### config.mk
export PLATFORM = sky130hd
export DESIGN_NAME = link_vc_scheduler_flat
export DESIGN_NICKNAME = d
export VERILOG_FILES = /design/src/rtl/link_vc_scheduler_if.sv /design/src/rtl/link_vc_scheduler.sv /design/src/flat_wrapper.sv
export SDC_FILE = /design/constraint.sdc
export NUM_CORES = 1
export LEC_CHECK = 0
export BUFFER_PORTS_ARGS = -buffer_cell sky130_fd_sc_hd__buf_2
export CAP_MARGIN = 15
export CORE_ASPECT_RATIO = 0.8
export CORE_UTILIZATION = 24
export DETAILED_ROUTE_END_ITERATION = 10
export SLEW_MARGIN = 20
export SYNTH_ARGS = -nofsm -noshare
export SYNTH_HDL_FRONTEND = slang
export SYNTH_SLANG_ARGS = --single-unit
### constraint.sdc
create_clock -name clk -period 2.2 [get_ports clk]
set_input_delay 0.22 -clock clk [delete_from_list [all_inputs] [get_ports clk]]
set_output_delay 0.22 -clock clk [all_outputs]
set_load 0.005 [all_outputs]
### src/rtl/link_vc_scheduler_if.sv
// Link-side bundle between the output-port VC buffers and the link scheduler.
// The master is the buffer/downstream side, and the slave is the scheduler.
interface link_vc_scheduler_if #(
  parameter int VC_NUM = 4,
  parameter int DATA_W = 32
);
  logic [VC_NUM-1:0]             vc_valid;
  logic [VC_NUM-1:0][DATA_W-1:0] vc_data;
  logic [VC_NUM-1:0]             vc_head;
  logic [VC_NUM-1:0]             vc_tail;
  logic [VC_NUM-1:0]             vc_grant;
  logic [VC_NUM-1:0]             is_on_off;
  logic [DATA_W-1:0]             data;
  logic                          is_valid;
  logic [VC_NUM-1:0]             pkt_active;

  modport master (
    output vc_valid, vc_data, vc_head, vc_tail, is_on_off,
    input  vc_grant, data, is_valid, pkt_active
  );

  modport slave (
    input  vc_valid, vc_data, vc_head, vc_tail, is_on_off,
    output vc_grant, data, is_valid, pkt_active
  );
endinterface

### src/rtl/link_vc_scheduler.sv
// Shares one link between VC_NUM virtual channels using round-robin arbitration and on/off flow control.
// Optionally holds the grant on a VC from its HEAD flit to its TAIL flit, and registers the chosen flit onto the link.
module link_vc_scheduler #(
  parameter int VC_NUM      = 4,
  parameter int DATA_W      = 32,
  parameter bit LOCK_PACKET = 1'b0
) (
  input logic               clk,
  input logic               rst,
  link_vc_scheduler_if.slave bus
);
  localparam int PTR_W = (VC_NUM > 1) ? $clog2(VC_NUM) : 1;

  typedef enum logic {IDLE, LOCKED} state_t;

  state_t            state;
  logic [PTR_W-1:0]  rr_ptr;
  logic [PTR_W-1:0]  lock_vc;
  logic [VC_NUM-1:0] pkt_active;
  logic [VC_NUM-1:0] eligible;
  logic [VC_NUM-1:0] grant_p0;
  logic [PTR_W-1:0]  gnt_idx_p0;
  logic              vld_p0;
  logic [DATA_W-1:0] data_p1;
  logic              vld_p1;
  logic              proto_err;

  function automatic logic [PTR_W-1:0] wrap_add(input logic [PTR_W-1:0] base, input int offs);
    int sum;
    sum = int'(base) + offs;
    if (sum >= VC_NUM) sum = sum - VC_NUM;
    return PTR_W'(sum);
  endfunction

  // Stage p0: combinational grant selection
  always_comb begin
    eligible   = bus.vc_valid & bus.is_on_off;
    grant_p0   = '0;
    gnt_idx_p0 = '0;
    vld_p0     = 1'b0;
    if (!rst) begin
      if (state == LOCKED) begin
        if (eligible[lock_vc]) begin
          vld_p0     = 1'b1;
          gnt_idx_p0 = lock_vc;
        end
      end else begin
        // Walk backwards so the last hit is the first eligible VC at or after rr_ptr.
        for (int i = VC_NUM - 1; i >= 0; i--) begin
          if (eligible[wrap_add(rr_ptr, i)]) begin
            vld_p0     = 1'b1;
            gnt_idx_p0 = wrap_add(rr_ptr, i);
          end
        end
      end
    end
    if (vld_p0) grant_p0[gnt_idx_p0] = 1'b1;
  end

  // Stage p1: registered link output and scheduler state
  always_ff @(posedge clk) begin
    if (rst) begin
      state      <= IDLE;
      rr_ptr     <= '0;
      lock_vc    <= '0;
      pkt_active <= '0;
      vld_p1     <= 1'b0;
      data_p1    <= '0;
    end else begin
      vld_p1 <= vld_p0;
      if (vld_p0) begin
        data_p1 <= bus.vc_data[gnt_idx_p0];
        rr_ptr  <= wrap_add(gnt_idx_p0, 1);
        if (bus.vc_head[gnt_idx_p0] && !bus.vc_tail[gnt_idx_p0])
          pkt_active[gnt_idx_p0] <= 1'b1;
        else if (bus.vc_tail[gnt_idx_p0])
          pkt_active[gnt_idx_p0] <= 1'b0;
        case (state)
          IDLE: begin
            if (LOCK_PACKET && bus.vc_head[gnt_idx_p0] && !bus.vc_tail[gnt_idx_p0]) begin
              state   <= LOCKED;
              lock_vc <= gnt_idx_p0;
            end
          end
          LOCKED: begin
            if (bus.vc_tail[gnt_idx_p0]) state <= IDLE;
          end
        endcase
      end
    end
  end

  // A HEAD flit must open a packet, and any other flit must continue one.
  always_comb proto_err = vld_p0 && (bus.vc_head[gnt_idx_p0] == pkt_active[gnt_idx_p0]);

  assert property (@(posedge clk) disable iff (rst) !proto_err);

  assign bus.vc_grant   = grant_p0;
  assign bus.data       = data_p1;
  assign bus.is_valid   = vld_p1;
  assign bus.pkt_active = pkt_active;
endmodule

### src/flat_wrapper.sv
// flat-port wrapper written by rule: the top's interface ports become plain ports
module link_vc_scheduler_flat 
#(
  parameter int VC_NUM      = 4,
  parameter int DATA_W      = 32,
  parameter bit LOCK_PACKET = 1'b0
)
  (clk, rst, bus_vc_valid, bus_vc_data, bus_vc_head, bus_vc_tail, bus_is_on_off, bus_vc_grant, bus_data, bus_is_valid, bus_pkt_active);
  link_vc_scheduler_if #(.VC_NUM(VC_NUM), .DATA_W(DATA_W)) bus_i ();
  input logic clk;
  input logic rst;
  input wire logic [$bits(bus_i.vc_valid)-1:0] bus_vc_valid;
  input wire logic [$bits(bus_i.vc_data)-1:0] bus_vc_data;
  input wire logic [$bits(bus_i.vc_head)-1:0] bus_vc_head;
  input wire logic [$bits(bus_i.vc_tail)-1:0] bus_vc_tail;
  input wire logic [$bits(bus_i.is_on_off)-1:0] bus_is_on_off;
  output wire logic [$bits(bus_i.vc_grant)-1:0] bus_vc_grant;
  output wire logic [$bits(bus_i.data)-1:0] bus_data;
  output wire logic [$bits(bus_i.is_valid)-1:0] bus_is_valid;
  output wire logic [$bits(bus_i.pkt_active)-1:0] bus_pkt_active;
  assign bus_i.vc_valid = bus_vc_valid;
  assign bus_i.vc_data = bus_vc_data;
  assign bus_i.vc_head = bus_vc_head;
  assign bus_i.vc_tail = bus_vc_tail;
  assign bus_i.is_on_off = bus_is_on_off;
  assign bus_vc_grant = bus_i.vc_grant;
  assign bus_data = bus_i.data;
  assign bus_is_valid = bus_i.is_valid;
  assign bus_pkt_active = bus_i.pkt_active;
  link_vc_scheduler #(.VC_NUM(VC_NUM), .DATA_W(DATA_W), .LOCK_PACKET(LOCK_PACKET)) u_core (.clk(clk), .rst(rst), .bus(bus_i));
endmodule
==> results of run 1 <==
timing repair:
action	CTS	global route
hold buffers	0	0
gates resized for setup	7	21
gates cloned	3	1
endpoints found under the setup margin	4	38
setup buffers	10	6
pin swaps	1	4
metal layers:
layer | GRT usage | vias to the layer above
li1 | - | 1345
met1 | 0.170 | 1265
met2 | 0.266 | 104
met3 | 0.0311 | 2
met4 | 0.0321 | 0
met5 | 0 | -
worst max-delay path, delay by kind of cell (launching register included):
kind	cells	cell delay (ns)
fa+ha+maj	1	0.19
flops	1	0.34
compound gates	1	0.34
buf+inv	2	0.25
simple gates	3	0.57
cells in the mapped netlist, types with 2 or more instances:
master,count
a22oi_1,33
a31oi_1,4
o21ai_1,30
inv_1,4
ha_1,4
nor2_1,2
o21ai_0,2
and2_1,5
mux2i_1,33
buf_6,8
mux2_2,32
clkbuf_1,7
buf_12,3
dfxtp_1,40
nand2_1,7
a211oi_1,4
power breakdown:
| part | internal, W | switching [W] | total [W] |
|---|---|---|---|
| registers | 0.000837 | 0.0000552 | 0.000892 |
| clock network | 0.000447 | 0.000292 | 0.000739 |
| logic | 0.000472 | 0.000359 | 0.000831 |
logic make-up after synthesis:
logic type	count (synthesis)
adders and majority gates	4
DFF	40
buffers and inverters	24
and+or+nand+nor	22
AOI/OAI and AO/OA	87
muxes	65
sequential cells by signal (all words and copies together) (netlist names), named ones only:
| register | count |
|---|---|
| u_core.bus.is_valid | 1 |
| u_core.state | 1 |
| u_core.bus.data | 32 |
| u_core.rr_ptr | 2 |
worst paths after layout:
kind | startpoint | endpoint | slack [ns]
min | bus_vc_tail[0] | u_core.state | 0.19
max reg2reg | u_core.rr_ptr[1] | flop | 0.05
max | u_core.rr_ptr[1] | bus_vc_grant[1] | 0.02
min reg2reg | u_core.bus.data[12] | u_core.bus.data[12] | 0.49
cell type report:
type | count | area share
Inverter | 5 | 0.00643
Clock buffer | 6 | 0.0340
Multi-Input combinational cell | 178 | 0.389
Clock inverter | 2 | 0.00245
Sequential cell | 40 | 0.197
Tap cell | 136 | 0.0416
Timing Repair Buffer | 219 | 0.329
stage by stage:
| step | cells | setup TNS, ns |
|---|---|---|
| final | 586 | 0 |
| after global routing | 586 | -0.790 |
| after CTS | 580 | -0.00381 |
| after detailed placement | 559 | 0 |
| after global placement | 559 | 0 |
| after floorplan | 242 | -0.0271 |
cell usage in the layout (no fill, tap or decap), drive strengths merged, types with 2 or more instances in the layout:
master,count
o21ai,32
bufbuf,2
a31oi,4
nand2,7
inv,5
mux2,32
clkinv,2
a21oi,2
nor2,2
buf,216
clkbuf,7
ha,4
a22oi,33
dfxtp,40
mux2i,33
and2,7
a211oi,4
o211ai,2
==> results.py, run 1 <==
metrics = {
    "detailed_routing": {
        "vias_per_cell": 4.63,
        "vias": 2716,
        "met3_length_um": 452,
        "drtPass1Iterations": 4,
        "met1_length_um": 3650,
        "wl_met2_um": 4060,
        "ant_nets": 0,
        "first_iter_violations": 67,
        "wire_per_inst_um": 14.0,
        "routed_wl_um": 8210,
        "drc": 0,
        "highest-signal-layer": "met4",
    },
    "hold_path": {
        "hold_path.class": "primary input to flop",
        "min_path_cells": 2,
    },
    "sta": {
        "timing.fmax_mhz": 458,
        "setup_violations": 0,
        "slew_violations": 0,
        "worst_slew_pin_slew_ns": 0.442,
        "timing.final.ws_setup_ns": 0.0155,
        "hold_viol": 0,
        "fin_crit_ns": 2.18,
        "rsz0062_at_grt": "true",
        "fin_skew_ns": 0.00274,
        "post-route-period-util": 0.993,
        "slew_headroom": 0.702,
        "whs_ns": 0.193,
    },
    "critical_path": {
        "rr_worst_depth": 9,
        "path_class": "flop to primary output",
        "required_ns": 1.98,
        "critical_path_peak_fanout": 5,
        "cp_cell_sequence": "and3_1, o311a_4, nor4_4, inv_2, ha_2, and2_4, buf_6",
        "crit_slowest_cell": "dfxtp_2",
        "cp_slowest_stage_delay_ns": 0.34,
        "arrival_ns": 1.96,
        "cp-start-kind": "flop",
        "worst_setup_path_end_kind": "primary output",
    },
    "logic_synthesis": {
        "synthSimpleGateAreaFrac": 0.0536,
        "synth_top_family_by_area": "multiplexers",
        "ys_seq_elements": 40,
        "avgSynthCellArea_um2": 10.3,
        "yosysWarningCount": 0,
        "ys_types": 40,
        "synth-edff-count": 0,
        "synth_cells": 242,
        "synth_fp_nets": 392,
        "ys.flop_type": "dfxtp_1",
        "synth_fa_ha_area_frac": 0.0200,
        "ys_top_cells_by_area": "dfxtp_1 32%, mux2_2 14%, mux2i_1 13%, a22oi_1 9.9%, o21ai_1 6.0%",
        "synth_mux_area_frac": 0.276,
        "synth-seq-area-share": 0.320,
        "netlist.area_leader.share": 0.320,
        "synth_area_leader_cell": "dfxtp_1",
        "netlist_area_um2": 2500,
        "async_flop_share": 0,
        "synth-compound-area-share": 0.249,
        "synthXorXnorAreaFrac": 0,
    },
    "floorplanning": {
        "core-area_um2": 9890,
        "die_area_um2": 10800,
        "die_x_um": 116,
        "initial_utilization": 0.253,
        "io_pins": 187,
        "dieHeight_um": 93.3,
        "row_count": 32,
    },
    "cts": {
        "clkLatencyLatePin_ns": 0.28,
        "cts_tree": "yes",
        "cts_buffers": 5,
        "cts.clk_slew.worst_paths_ns": 0.06,
        "root_buffer": "clkbuf_16",
        "h-tree-depth": 2,
        "ctsLongestPathBuffers": 2,
        "clock_sinks": 40,
    },
    "place": {
        "port_buffers": 186,
        "hpwl_um": 5820,
        "routabilityCongestion": 0.811,
        "place_ws_ns": 0.0115,
        "placed_area_um2": 3580,
    },
    "global_routing": {
        "grt.overflow.total": 0,
        "grt_use_total": 0.145,
        "grt_pass1_vias": 2591,
        "antenna_found_initial": 0,
        "grt_pass1_wl_um": 12300,
        "grt_max_degree": 33,
    },
    "final_layout": {
        "final_cell_area_um2": 4090,
        "antennaDiodeCount": 0,
        "final_layout_size_suffix_gt1_frac": 0.638,
        "syn_to_final_growth_pct": 63.5,
        "fin_nets": 599,
        "multiInputGateArea_um2": 1590,
        "fillers": 1005,
        "final_core_util": 0.413,
        "register_area_um2": 803,
    },
    "power": {
        "power_w": 0.00246,
        "ir_worst_vdd_mv": 0.266,
        "p_leak_nw": 1.88,
        "p_per_area_nw_per_um2": 602,
    },
    "job": {
        "cap_violations": 0,
    },
    "status": {
        "run_status": "finished, final reports clean",
    },
}
Power figures use the tool's default switching activity.
==> run 2: changes to the inputs <==
--- a/config.mk
+++ b/config.mk
@@ -14,3 +14,4 @@
 export SYNTH_ARGS = -nofsm -noshare
 export SYNTH_HDL_FRONTEND = slang
 export SYNTH_SLANG_ARGS = --single-unit
+export TNS_END_PERCENT = 1
==> constraint.sdc (replaced) <==
create_clock -name clk -period 1.9 [get_ports clk]
set_input_delay 0.19 -clock clk [delete_from_list [all_inputs] [get_ports clk]]
set_output_delay 0.19 -clock clk [all_outputs]
set_load 0.005 [all_outputs]
==> run 2 against run 1 <==
The flow now finishes with violations (negative setup slack). Clock power rose by 15%. Count of clock-buffer cells in the layout grew 2. Critical path depth is 3 higher. Highest routed layer unchanged.
==> results.py, run 2 (same netlist as run 1, synthesis figures left out) <==
metrics = {
    "sta": {
        "timing.fmax_mhz": 451,
        "slew_headroom": 0.711,
        "post-route-period-util": 1.17,
        "worst_slew_pin_slew_ns": 0.433,
        "hold_viol": 0,
        "fin_crit_ns": 2.22,
        "timing.final.ws_setup_ns": -0.318,
        "setup_violations": 40,
        "slew_violations": 0,
        "fin_skew_ns": 0.00390,
        "rsz0062_at_grt": "true",
    },
    "critical_path": {
        "critical_path_peak_fanout": 4,
        "worst_setup_path_end_kind": "primary output",
        "reg2reg_slack_ns": -0.29,
        "cp-start-kind": "flop",
        "cp-endpoint": "bus_vc_grant[2]",
        "r2r_end": "u_core.bus.data[1]",
        "cp_slowest_stage_delay_ns": 0.40,
        "rr_worst_depth": 10,
        "path_class": "flop to primary output",
        "cp_cell_sequence": "buf_6, buf_6, o221ai_4, a2111oi_4, buf_4, buf_12, inv_8, ha_4, and2_4, buf_6",
        "rr_startpoint": "u_core.rr_ptr[0]",
        "crit_path_start": "u_core.rr_ptr[0]",
        "arrival_ns": 2.03,
        "cp_common_cell": "buf_6",
        "required_ns": 1.71,
        "crit_slowest_cell": "a2111oi_4",
    },
    "hold_path": {
        "hold_path.class": "primary input to flop",
    },
    "global_routing": {
        "grt_pass1_vias": 2714,
        "grt_max_degree": 18,
        "grt_pass1_wl_um": 12500,
        "grt_use_total": 0.149,
        "grt.overflow.total": 0,
        "antenna_found_initial": 0,
    },
    "floorplanning": {
        "io_pins": 187,
        "die_area_um2": 10800,
        "core-area_um2": 9890,
        "die_x_um": 116,
        "dieHeight_um": 93.3,
        "row_count": 32,
        "initial_utilization": 0.253,
    },
    "cts": {
        "cts.clk_slew.worst_paths_ns": 0.06,
        "clkLatencyLatePin_ns": 0.28,
        "cts_buffers": 5,
        "h-tree-depth": 2,
        "cts_tree": "yes",
        "ctsHoldBuffers": 0,
        "root_buffer": "clkbuf_16",
        "ctsLongestPathBuffers": 2,
        "clock_sinks": 40,
    },
    "final_layout": {
        "fin_nets": 609,
        "final_layout_size_suffix_gt1_frac": 0.689,
        "layout_common_cells": "182 x buf_2, 38 x dfxtp_1, 33 x mux2i_1, 31 x buf_4, 30 x o21ai_1",
        "largest_register_ffs": 32,
        "final_common_cell": "buf_2",
        "syn_to_final_growth_pct": 74.6,
        "antennaDiodeCount": 0,
        "fin_cells": 596,
    },
    "detailed_routing": {
        "ant_nets": 0,
        "routed_wl_um": 8640,
        "vias": 2751,
        "vias_per_cell": 4.62,
        "drtPass1Iterations": 4,
        "wire_per_inst_um": 14.5,
        "first_iter_violations": 45,
        "drc": 0,
    },
    "status": {
        "run_status": "finished, violations left",
        "violations": "negative setup slack",
    },
    "power": {
        "p_sw_frac": 0.290,
        "p_int_w": 0.00211,
        "ir_worst_vdd_mv": 0.318,
        "p_per_area_nw_per_um2": 682,
        "clock_power_share": 0.285,
        "pwr-share-seq": 0.352,
        "p_switching_w": 0.000862,
        "power_w": 0.00298,
        "combPwrFrac": 0.363,
        "p_leak_nw": 2.01,
    },
    "place": {
        "place_inst": 573,
        "hpwl_um": 6180,
        "routabilityCongestion": 0.805,
        "port_buffers": 186,
    },
    "job": {
        "cap_violations": 0,
    },
}
run 2: critical path: cells and delay by family, from the launching register on:
family | cells | cell delay, ns
simple gates | 1 | 0.13
fa+ha+maj | 1 | 0.14
buf+inv | 6 | 0.65
compound gates | 2 | 0.50
flops | 1 | 0.33
run 2: layer usage:
layer / vias to the layer above / global-route usage / routed length [um]
met5: - / 0 / 0
met4: 0 / 0.0427 / 55
met3: 4 / 0.0324 / 575
met2: 122 / 0.281 / 4330
met1: 1263 / 0.167 / 3680
li1: 1362 / - / -
run 2: stage by stage:
step	setup WS [ns]	util	setup TNS, ns	cell area [um^2]	hold WS, ns
2_1_floorplan	-0.284	-	-4.83	2550	0.295
3_3_place_gp	-0.130	0.376	-3.80	3720	0.437
3_5_place_dp	-0.213	0.376	-6.45	3720	0.442
4_1_cts	-0.333	0.423	-9.67	4180	0.146
5_1_grt	-0.405	0.441	-12.51	4360	0.162
6_report	-0.318	0.441	-8.84	4360	0.153
run 2: final cells by class:
cell class	instances	area, um^2
fill	975	5530
multi-input combinational	178	1830
timing repair buffer	229	1390
sequential	40	803
tap	136	170
clock buffer	8	146
inverter	5	26.3
run 2: timing repair:
| item | CTS | global route |
|---|---|---|
| setup endpoints to repair | 40 | 41 |
| resized for setup | 44 | 31 |
| gates cloned | 2 | 0 |
| buffers inserted | 10 | 4 |
| pin swaps | 35 | 8 |
run 2: how the worst min path moves through the flow:
| stage | cells after the start | slack [ns] | endpoint | start |
|---|---|---|---|---|
| 6_report | 2 | 0.15 | u_core.state | bus_vc_tail[0] |
| 5_1_grt | 2 | 0.16 | u_core.state | bus_vc_tail[0] |
| 4_1_cts | 2 | 0.15 | u_core.state | bus_vc_tail[0] |
| 3_5_place_dp | 2 | 0.44 | u_core.state | bus_vc_tail[0] |
| 3_3_place_gp | 2 | 0.44 | u_core.state | bus_vc_tail[0] |
| 2_1_floorplan | 1 | 0.30 | u_core.state | bus_is_on_off[0] |
run 2: power by group through the flow:
stage	Combinational, W	Clock (W)	Sequential [W]
global placement	0.000865	0	0.00105
finish	0.00108	0.000847	0.00105
CTS	0.00101	0.000887	0.00104
global route	0.00117	0.000926	0.00106
detailed placement	0.000879	0	0.00105
floorplan	0.000471	0	0.00106
